===== src/rtl/fir_pkg.sv =====
// Shared definitions for the FIR sequencing controller: scheduler states and
// default build constants.
package fir_pkg;

    localparam int unsigned FIR_NBADD    = 8;
    localparam int unsigned FIR_FILT_ORD = 96;
    localparam int unsigned FIR_RD_LAT   = 2;
    localparam int unsigned FIR_NBOUTA   = 12;

    typedef enum logic [2:0] {
        IDLE,
        WRITE,
        ISSUE,
        DRAIN,
        STORE
    } fir_state_t;

endpackage


===== src/rtl/lat_pipe.sv =====
// Fixed-depth 1-bit delay line; aligns the MAC enable with memory read latency.
// Ports: clk, rst (async, active-high), d (input bit), q (d delayed DEPTH clocks).
module lat_pipe #(
    parameter int unsigned DEPTH = 2
) (
    input  logic clk,
    input  logic rst,
    input  logic d,
    output logic q
);

    logic [DEPTH-1:0] sr_q;

    // Shift toward the MSB; the cast drops the bit that falls off the end.
    always_ff @(posedge clk or posedge rst) begin
        if (rst) sr_q <= '0;
        else     sr_q <= DEPTH'({sr_q, d});
    end

    assign q = sr_q[DEPTH-1];

endmodule


===== src/rtl/fir_sched.sv =====
// FIR sequencing controller: captures a sample strobe, writes the input buffer,
// issues one coefficient/data address pair per clock, delays the MAC enable by
// the memory read latency and commits the result to the output buffer.
// Ports: clk, rst (async, active-high), sample_stb (new sample pulse);
//   in_wr/in_addr (input buffer), coef_addr (coefficient memory),
//   acc_clr/mac_en (accumulator control), out_wr/out_addr (output buffer),
//   done (commit pulse), busy (not IDLE), overrun (sticky sample drop).
module fir_sched
    import fir_pkg::*;
#(
    parameter int unsigned NBADD    = FIR_NBADD,
    parameter int unsigned FILT_ORD = FIR_FILT_ORD,
    parameter int unsigned RD_LAT   = FIR_RD_LAT,
    parameter int unsigned NBOUTA   = FIR_NBOUTA
) (
    input  logic              clk,
    input  logic              rst,
    input  logic              sample_stb,
    output logic              in_wr,
    output logic [NBADD-1:0]  in_addr,
    output logic [NBADD-1:0]  coef_addr,
    output logic              acc_clr,
    output logic              mac_en,
    output logic              out_wr,
    output logic [NBOUTA-1:0] out_addr,
    output logic              done,
    output logic              busy,
    output logic              overrun
);

    localparam int unsigned DW = 3;  // drain counter width, covers RD_LAT up to 4

    fir_state_t        state_q, state_d;
    logic [NBADD-1:0]  j_q, j_d;
    logic [NBADD-1:0]  idx_q, idx_d;
    logic [NBADD-1:0]  wp_q, wp_d;
    logic [NBOUTA-1:0] kk_q, kk_d;
    logic [DW-1:0]     dcnt_q, dcnt_d;
    logic              pend_q, pend_d;
    logic              ovr_q, ovr_d;

    logic              in_wr_q, in_wr_d;
    logic [NBADD-1:0]  in_addr_q, in_addr_d;
    logic [NBADD-1:0]  coef_addr_q, coef_addr_d;
    logic              acc_clr_q, acc_clr_d;
    logic              out_wr_q, out_wr_d;
    logic [NBOUTA-1:0] out_addr_q, out_addr_d;
    logic              done_q, done_d;
    logic              busy_q, busy_d;
    logic              issue_v_q, issue_v_d;

    // State, pointers and registered outputs.
    always_ff @(posedge clk or posedge rst) begin
        if (rst) begin
            state_q     <= IDLE;
            j_q         <= '0;
            idx_q       <= '0;
            wp_q        <= '0;
            kk_q        <= '0;
            dcnt_q      <= '0;
            pend_q      <= 1'b0;
            ovr_q       <= 1'b0;
            in_wr_q     <= 1'b0;
            in_addr_q   <= '0;
            coef_addr_q <= '0;
            acc_clr_q   <= 1'b0;
            out_wr_q    <= 1'b0;
            out_addr_q  <= '0;
            done_q      <= 1'b0;
            busy_q      <= 1'b0;
            issue_v_q   <= 1'b0;
        end else begin
            state_q     <= state_d;
            j_q         <= j_d;
            idx_q       <= idx_d;
            wp_q        <= wp_d;
            kk_q        <= kk_d;
            dcnt_q      <= dcnt_d;
            pend_q      <= pend_d;
            ovr_q       <= ovr_d;
            in_wr_q     <= in_wr_d;
            in_addr_q   <= in_addr_d;
            coef_addr_q <= coef_addr_d;
            acc_clr_q   <= acc_clr_d;
            out_wr_q    <= out_wr_d;
            out_addr_q  <= out_addr_d;
            done_q      <= done_d;
            busy_q      <= busy_d;
            issue_v_q   <= issue_v_d;
        end
    end

    // Next state; outputs are decoded from the state being entered so they
    // are valid registered values during that state's cycle.
    always_comb begin
        state_d     = state_q;
        j_d         = j_q;
        idx_d       = idx_q;
        wp_d        = wp_q;
        kk_d        = kk_q;
        dcnt_d      = dcnt_q;
        pend_d      = pend_q;
        ovr_d       = ovr_q;
        in_wr_d     = 1'b0;
        in_addr_d   = '0;
        coef_addr_d = '0;
        acc_clr_d   = 1'b0;
        out_wr_d    = 1'b0;
        out_addr_d  = '0;
        done_d      = 1'b0;
        issue_v_d   = 1'b0;

        // One-deep queue; a strobe arriving with the queue full is dropped.
        if (sample_stb && (state_q != IDLE)) begin
            if (pend_q) ovr_d  = 1'b1;
            else        pend_d = 1'b1;
        end

        case (state_q)
            IDLE: begin
                if (sample_stb || pend_q) begin
                    state_d = WRITE;
                    pend_d  = 1'b0;
                end
            end
            WRITE: begin
                state_d = ISSUE;
                j_d     = '0;
                idx_d   = wp_q;
            end
            ISSUE: begin
                if (j_q == NBADD'(FILT_ORD - 1)) begin
                    state_d = DRAIN;
                    dcnt_d  = '0;
                end else begin
                    j_d   = j_q + NBADD'(1);
                    idx_d = (idx_q == '0) ? NBADD'(FILT_ORD - 1) : idx_q - NBADD'(1);
                end
            end
            DRAIN: begin
                if (dcnt_q == DW'(RD_LAT - 1)) state_d = STORE;
                else                           dcnt_d  = dcnt_q + DW'(1);
            end
            STORE: begin
                kk_d = kk_q + NBOUTA'(1);
                wp_d = (wp_q == NBADD'(FILT_ORD - 1)) ? '0 : wp_q + NBADD'(1);
                if (pend_d) begin
                    state_d = WRITE;
                    pend_d  = 1'b0;
                end else begin
                    state_d = IDLE;
                end
            end
            default: state_d = IDLE;
        endcase

        case (state_d)
            WRITE: begin
                in_wr_d   = 1'b1;
                in_addr_d = wp_d;
                acc_clr_d = 1'b1;
            end
            ISSUE: begin
                coef_addr_d = j_d;
                in_addr_d   = idx_d;
                issue_v_d   = 1'b1;
            end
            STORE: begin
                out_wr_d   = 1'b1;
                out_addr_d = kk_q;
                done_d     = 1'b1;
            end
            default: ;
        endcase

        busy_d = (state_d != IDLE);
    end

    lat_pipe #(.DEPTH(RD_LAT)) u_lat_pipe (
        .clk (clk),
        .rst (rst),
        .d   (issue_v_q),
        .q   (mac_en)
    );

    assign in_wr     = in_wr_q;
    assign in_addr   = in_addr_q;
    assign coef_addr = coef_addr_q;
    assign acc_clr   = acc_clr_q;
    assign out_wr    = out_wr_q;
    assign out_addr  = out_addr_q;
    assign done      = done_q;
    assign busy      = busy_q;
    assign overrun   = ovr_q;

endmodule


===== config.mk =====
export PLATFORM = sky130hd
export DESIGN_NAME = fir_sched
export DESIGN_NICKNAME = d
export VERILOG_FILES = /design/src/rtl/fir_pkg.sv /design/src/rtl/lat_pipe.sv /design/src/rtl/fir_sched.sv
export SDC_FILE = /design/constraint.sdc
export NUM_CORES = 1
export LEC_CHECK = 0
export ABC_AREA = 0
export CAP_MARGIN = 20
export CORE_UTILIZATION = 63
export CTS_BUF_LIST = sky130_fd_sc_hd__clkbuf_2 sky130_fd_sc_hd__clkbuf_4 sky130_fd_sc_hd__clkbuf_8
export CTS_CLUSTER_SIZE = 24
export DETAILED_ROUTE_END_ITERATION = 6
export MAX_ROUTING_LAYER = met4
export PLACE_DENSITY = 0.85
export SYNTH_ARGS = -nofsm -noshare
export SYNTH_HDL_FRONTEND = slang
export SYNTH_SLANG_ARGS = --single-unit

===== constraint.sdc =====
create_clock -name clk -period 5 [get_ports clk]
set_clock_uncertainty 0.05 [all_clocks]
set_input_delay 1 -clock clk [delete_from_list [all_inputs] [get_ports clk]]
set_output_delay 1 -clock clk [all_outputs]
set_load 0.02 [all_outputs]

==> results of run 1 <==
==> through the flow <==
step / area [um^2] / utilization (%) / worst slack, ns / hold slack, ns
after floorplan: 3540 / - / 1.95 / 0.281
after global placement: 3920 / 74.5 / 2.35 / 0.286
after detailed placement: 3920 / 74.5 / 2.22 / 0.286
after CTS: 4120 / 78.1 / 2.60 / 0.303
after global routing: 4120 / 78.2 / 2.44 / 0.308
final: 4120 / 78.2 / 2.52 / 0.302
==> state kept, by name, summed over array words and instances, names as in the netlist <==
signal	cells
coef_addr	8
kk_q	12
state_q	3
acc_clr	1
issue_v_q	1
in_addr	8
j_q	8
pend_q	1
busy	1
overrun	1
out_addr	12
done	1
wp_q	8
idx_q	8
dcnt_q	3
u_lat_pipe.sr_q	2
==> worst reg2reg max path, delay by kind of cell, from the launching register on <==
family / cells / cell delay (ns)
flops: 1 / 0.62
buf+inv: 1 / 0.20
compound gates: 2 / 0.45
simple gates: 2 / 0.81
==> metal layers <==
metal	wire length (um)	track usage, %	vias to the layer above
met5	0	-	-
met4	159	15.8	0
met3	388	5.36	18
met2	3600	42.2	96
met1	3180	37.4	1283
li1	-	-	1208
==> kinds of logic after synthesis <==
group           after synthesis
simple gates                122
flops                        78
compound gates               71
buf+inv                      23
xor+xnor                     21
fa+ha+maj                     7
mux                           1
==> layout make-up <==
| type | instances | area, um^2 |
|---|---|---|
| well taps | 70 | 87.6 |
| clock inverters | 6 | 61.3 |
| inverters | 11 | 41.3 |
| clock buffers | 10 | 131 |
| repair buffers | 39 | 383 |
| fillers | 352 | 1150 |
| flip-flops and latches | 78 | 1950 |
| multi-input cells | 222 | 1470 |
==> worst max path at each step <==
stage | end | slack [ns] | cells after the start
3_3_place_gp | in_addr[6]$_DFF_PP0_ | 2.35 | 4
3_5_place_dp | in_addr[4]$_DFF_PP0_ | 2.22 | 4
6_report | in_addr[4]$_DFF_PP0_ | 2.52 | 4
5_1_grt | in_addr[4]$_DFF_PP0_ | 2.44 | 4
2_1_floorplan | acc_clr$_DFF_PP0_ | 1.95 | 1
4_1_cts | in_addr[4]$_DFF_PP0_ | 2.60 | 4
==> where the power goes <==
group	leakage [nW]	switching [W]	internal, W
clock network	0.0999	0.000225	0.000235
registers	1.02	0.0000000000000357	0.000630
logic	0.750	0.0000121	0.00000207
total	1.87	0.000237	0.000868
==> cells in the mapped netlist, types with 3 or more instances <==
| library cell | number |
|---|---|
| dfrtp_1 | 78 |
| nand2_1 | 33 |
| nor2_1 | 21 |
| o21ai_0 | 17 |
| and2_1 | 14 |
| xnor2_1 | 13 |
| a21oi_1 | 12 |
| inv_1 | 10 |
| a22o_1 | 9 |
| and3_1 | 8 |
| nand3_1 | 8 |
| xor2_1 | 8 |
| ha_1 | 7 |
| nand4_1 | 6 |
| a31oi_1 | 5 |
| nor3_1 | 5 |
| buf_4 | 4 |
| nor2b_1 | 4 |
| o211ai_1 | 4 |
| o21ai_1 | 4 |
| buf_2 | 3 |
| buf_6 | 3 |
| nor2_2 | 3 |
| nor3b_1 | 3 |
==> impl_metrics.toml, run 1 <==
[sta]
period_share_pct = 49.5
worst_pin_slew_ns = 0.886
finalSetupViolCount = 0
slew_viol_final = 0
fin_tns_setup_ns = 0
final_hold_viol_count = 0
max-slew-margin-rel_pct = 40.8
timing.fmax_ghz = 0.404
post-route-min-period_ns = 2.48
rsz0062_at_grt = "no"

[route]
drc_errors = 0
drt-vias-per-instance = 5.97
routed_wl_um = 7330
wl_per_cell_um = 16.8
firstDrtPassIters = 4
dr_total_vias = 2605
first_iter_violations = 194
postRouteAntennaNets = 0

[worst_setup_path]
crit_path_max_incr_delay_ns = 0.60
r2r_cells = 5
cp-end-kind = "register"
path_cells = "clkdlybuf4s50_1 -> o21ai_0 -> inv_1 -> a22o_1"
cp-start-kind = "input pin"
startpoint = "sample_stb"
cp.arrival_ns = 2.66
crit_path_max_fanout = 7
rrSetupSlack_ns = 2.74
slowest_stage = "o21ai_0"
crit_family = "compound AO/OA/AOI/OAI gates"
crit_type = "input pin to register"
reg2reg_to = "idx_q[0]$_DFF_PP0_"
cp.buffers_inverters = 2
regToRegStartpoint = "state_q[1]$_DFF_PP0_"
required_ns = 5.19

[synth]
yosysWarnings = 0
synth_fa_ha_area_share_pct = 2.47
yosys_most_used_dff = "dfrtp_1"
synth-simple-area-share_pct = 19.8
synth_fp_nets = 333
synth_compound_area_share_pct = 13.6
synth-edff-count = 0
synth_top_family_by_area = "simple AND/OR/NAND/NOR gates"
ys_types = 57
yosys-top-cells-area = "dfrtp_1 (55%), nand2_1 (3.5%), xnor2_1 (3.2%), and2_1 (2.5%), ha_1 (2.5%)"
synthesis.area_um2 = 3540
yosysSeqAreaShare_pct = 55.1
synth_xor_area_share_pct = 5.19
synth_mux_area_share_pct = 0.318
yosysTopAreaCell = "dfrtp_1"
synth_top_area_share_pct = 55.1
syn_avg_cell_area_um2 = 11.0
ys_ff_latch = 78
synthCells = 323
async_reset_ff_share_pct = 100

[grt]
grt-ovfl-total = 0
grt_pass1_wl_um = 12400
antenna_found_initial = 0
grt_usage_pct = 28.5
grt_pass1_vias = 2566
grt_start_max_net_pins = 46

[die]
die_area_um2 = 5930
die_w_um = 77.0
core_area_um2 = 5270
num_io_pins = 38
initial_core_util_pct = 67.3
num_rows = 26
die_y_um = 77.0

[layout]
area_growth_pct = 16.3
drive_gt1_share_pct = 9.56
final_common_cell = "dfrtp_1"
fin_cells = 436
nets = 371
antenna_cells = 0
final_cell_mix = "dfrtp_1 (78), clkdlybuf4s50_1 (37), nand2_1 (33)"

[cts]
cts.sinks = 78
cts_tree = "yes"
cts_max_level = 3
cts_root_buf = "clkbuf_8"
cts_hold_buf = 0
cts_resized = 0
clk_pin_slew_ns = 0.08
numCtsBuffers = 9
insertion_delay_ns = 0.35
post-cts-setup-buffers = 0
clk_path_buf_depth = 2

[placed_design]
hpwlAfterDp_um = 5120
dp_cells = 419
gp_congestion = 0.911
io_buffers = 37

[hold_path]
hold-path-cell-count = 0
hp-class = "register to register"
worst_hold_startpoint = "u_lat_pipe.sr_q[0]$_DFF_PP0_"
holdPathEnd = "u_lat_pipe.sr_q[1]$_DFF_PP0_"

[power_and_ir_drop]
powerDensity_nw_per_um2 = 268
p_total_w = 0.00110
p_leak_nw = 1.87
max-vdd-ir-drop_mv = 0.190

[status]
status = "completed"

[flow_run]
cap_violations = 0
Note: power is estimated with default switching activity, not from simulation.
==> inputs of run 2 (changes only) <==
--- a/config.mk
+++ b/config.mk
@@ -7,12 +7,12 @@
 export LEC_CHECK = 0
 export ABC_AREA = 0
 export CAP_MARGIN = 20
-export CORE_UTILIZATION = 63
+export CORE_UTILIZATION = 58
 export CTS_BUF_LIST = sky130_fd_sc_hd__clkbuf_2 sky130_fd_sc_hd__clkbuf_4 sky130_fd_sc_hd__clkbuf_8
 export CTS_CLUSTER_SIZE = 24
 export DETAILED_ROUTE_END_ITERATION = 6
 export MAX_ROUTING_LAYER = met4
-export PLACE_DENSITY = 0.85
+export PLACE_DENSITY = 0.79
 export SYNTH_ARGS = -nofsm -noshare
 export SYNTH_HDL_FRONTEND = slang
 export SYNTH_SLANG_ARGS = --single-unit
==> constraint.sdc (replaced) <==
create_clock -name clk -period 2.3 [get_ports clk]
set_clock_uncertainty 0.05 [all_clocks]
set_input_delay 0.46 -clock clk [delete_from_list [all_inputs] [get_ports clk]]
set_output_delay 0.46 -clock clk [all_outputs]
set_load 0.02 [all_outputs]
==> run 2 against run 1 <==
Effect of this change:
- core utilization down 7.1 points
- total power is 130% higher
- routed wire length shrank 4.3%
- non-clock buffer count increased by 5
- flip-flop and latch count is the same
- clock-buffer cell count decreased by 1
- register-to-register slack worse by 2.5 ns
- sequential share of layout area shrank 1.0 points
- worst hold slack improved by 0.012 ns
- critical endpoint is now in_addr[3]$_DFF_PP0_
==> impl_metrics.toml, run 2 (synthesis results as in run 1) <==
[status]
status = "completed"

[sta]
rsz0062_at_grt = "no"
fin_tns_setup_ns = 0
slew_viol_final = 0
timing.fmax_ghz = 0.478
post-route-min-period_ns = 2.09
final_hold_viol_count = 0
period_share_pct = 91.0
finalSetupViolCount = 0
worst_pin_slew_ns = 0.688
max-slew-margin-rel_pct = 53.6

[layout]
drive_gt1_share_pct = 10.8
antenna_cells = 0
final_cell_mix = "dfrtp_1 (78), clkdlybuf4s50_1 (37), nand2_1 (33)"
final_common_cell = "dfrtp_1"
fill_cells = 420
nets = 376
area_growth_pct = 18.8

[grt]
grt_start_max_net_pins = 79
grt-ovfl-total = 0
antenna_found_initial = 0
grt_pass1_vias = 2403
grt_pass1_wl_um = 11700
grt_usage_pct = 25.2

[cts]
cts_resized = 0
cts_tree = "yes"
post-cts-setup-buffers = 0
cts_max_level = 3
cts.sinks = 78
clk_pin_slew_ns = 0.08
clk_path_buf_depth = 2
cts_root_buf = "clkbuf_8"
insertion_delay_ns = 0.35
cts_hold_buf = 0
numCtsBuffers = 9

[die]
initial_core_util_pct = 59.9
core_area_um2 = 5920
num_rows = 28
num_io_pins = 38
die_area_um2 = 6430
die_w_um = 80.2
die_y_um = 80.2

[route]
routed_wl_um = 7020
drt-vias-per-instance = 5.77
drc_errors = 0
postRouteAntennaNets = 0
first_iter_violations = 144
wl_per_cell_um = 15.7
dr_total_vias = 2574
firstDrtPassIters = 4

[power_and_ir_drop]
powerDensity_nw_per_um2 = 601
p_leak_nw = 1.90
max-vdd-ir-drop_mv = 0.373
p_total_w = 0.00253

[flow_run]
cap_violations = 0

[hold_path]
hp-class = "register to register"

[placed_design]
gp_congestion = 0.939
io_buffers = 37
hpwlAfterDp_um = 4970

[worst_setup_path]
cp-end-kind = "register"
crit_path_max_fanout = 7
crit_type = "register to register"
required_ns = 2.49
cp-start-kind = "register"
cp.arrival_ns = 2.28
==> run 2: worst paths after layout <==
kind                                         startpoint                            to  slack (ns)  cells past startpoint
max                                    j_q[0]$_DFF_PP0_          in_addr[3]$_DFF_PP0_        0.21                      6
max reg2reg                            j_q[0]$_DFF_PP0_          in_addr[3]$_DFF_PP0_        0.21                      6
max in group asynchronous                           rst            idx_q[5]$_DFF_PP0_        1.37                      3
min reg2reg                u_lat_pipe.sr_q[0]$_DFF_PP0_  u_lat_pipe.sr_q[1]$_DFF_PP0_        0.31                      0
min                        u_lat_pipe.sr_q[0]$_DFF_PP0_  u_lat_pipe.sr_q[1]$_DFF_PP0_        0.31                      0
min in group asynchronous                           rst        out_addr[11]$_DFF_PP0_        0.51                      3
==> run 2: power breakdown <==
| part | switching [W] | leakage (nW) | total (W) | internal (W) |
|---|---|---|---|---|
| clock network | 0.000512 | 0.106 | 0.00113 | 0.000614 |
| registers | 0.0000000000000416 | 1.02 | 0.00137 | 0.00137 |
| logic | 0.0000272 | 0.775 | 0.0000344 | 0.00000721 |
==> run 2: cell type report <==
cell class                      instances  area, um^2  area share (%)
Sequential cell                        78        1950            46.3
Clock inverter                          7        97.6            2.32
Inverter                               11        45.0            1.07
Timing Repair Buffer                   44         435            10.3
Tap cell                               75        93.8            2.23
Clock buffer                            9         124            2.94
Multi-Input combinational cell        222        1470            34.8
==> run 2: layer usage <==
layer  routed length [um]  GRT usage [%]
met3                  379           6.36
met2                 3280           36.1
met4                  170           10.9
met5                    0              -
met1                 3190           34.1
==> run 2: critical path, cell delays in order (launching register included) <==
cell	delay, ns
dfrtp_1	0.39
ha_1	0.30
and3_1	0.27
a21oi_1	0.13
nor2_1	0.42
inv_2	0.18
a22o_1	0.25
==> run 2: through the flow <==
step	hold slack, ns	worst slack, ns	util, %	std cells	area, um^2
2_1_floorplan	0.281	0.446	-	323	3550
3_3_place_gp	0.288	0.283	67.4	430	3990
3_5_place_dp	0.300	0.257	67.4	430	3990
4_1_cts	0.316	0.232	71.2	446	4210
5_1_grt	0.348	0.0688	71.2	446	4210
6_report	0.314	0.207	71.2	446	4210
==> inputs of run 3 (changes only) <==
--- a/config.mk
+++ b/config.mk
@@ -9,8 +9,10 @@
 export CAP_MARGIN = 20
 export CORE_UTILIZATION = 58
 export CTS_BUF_LIST = sky130_fd_sc_hd__clkbuf_2 sky130_fd_sc_hd__clkbuf_4 sky130_fd_sc_hd__clkbuf_8
+export CTS_CLUSTER_DIAMETER = 120
 export CTS_CLUSTER_SIZE = 24
 export DETAILED_ROUTE_END_ITERATION = 6
+export HOLD_SLACK_MARGIN = 0.1
 export MAX_ROUTING_LAYER = met4
 export PLACE_DENSITY = 0.79
 export SYNTH_ARGS = -nofsm -noshare
==> results of run 3 <==
The final DEF is identical to that of run 2; final timing and power are the same.
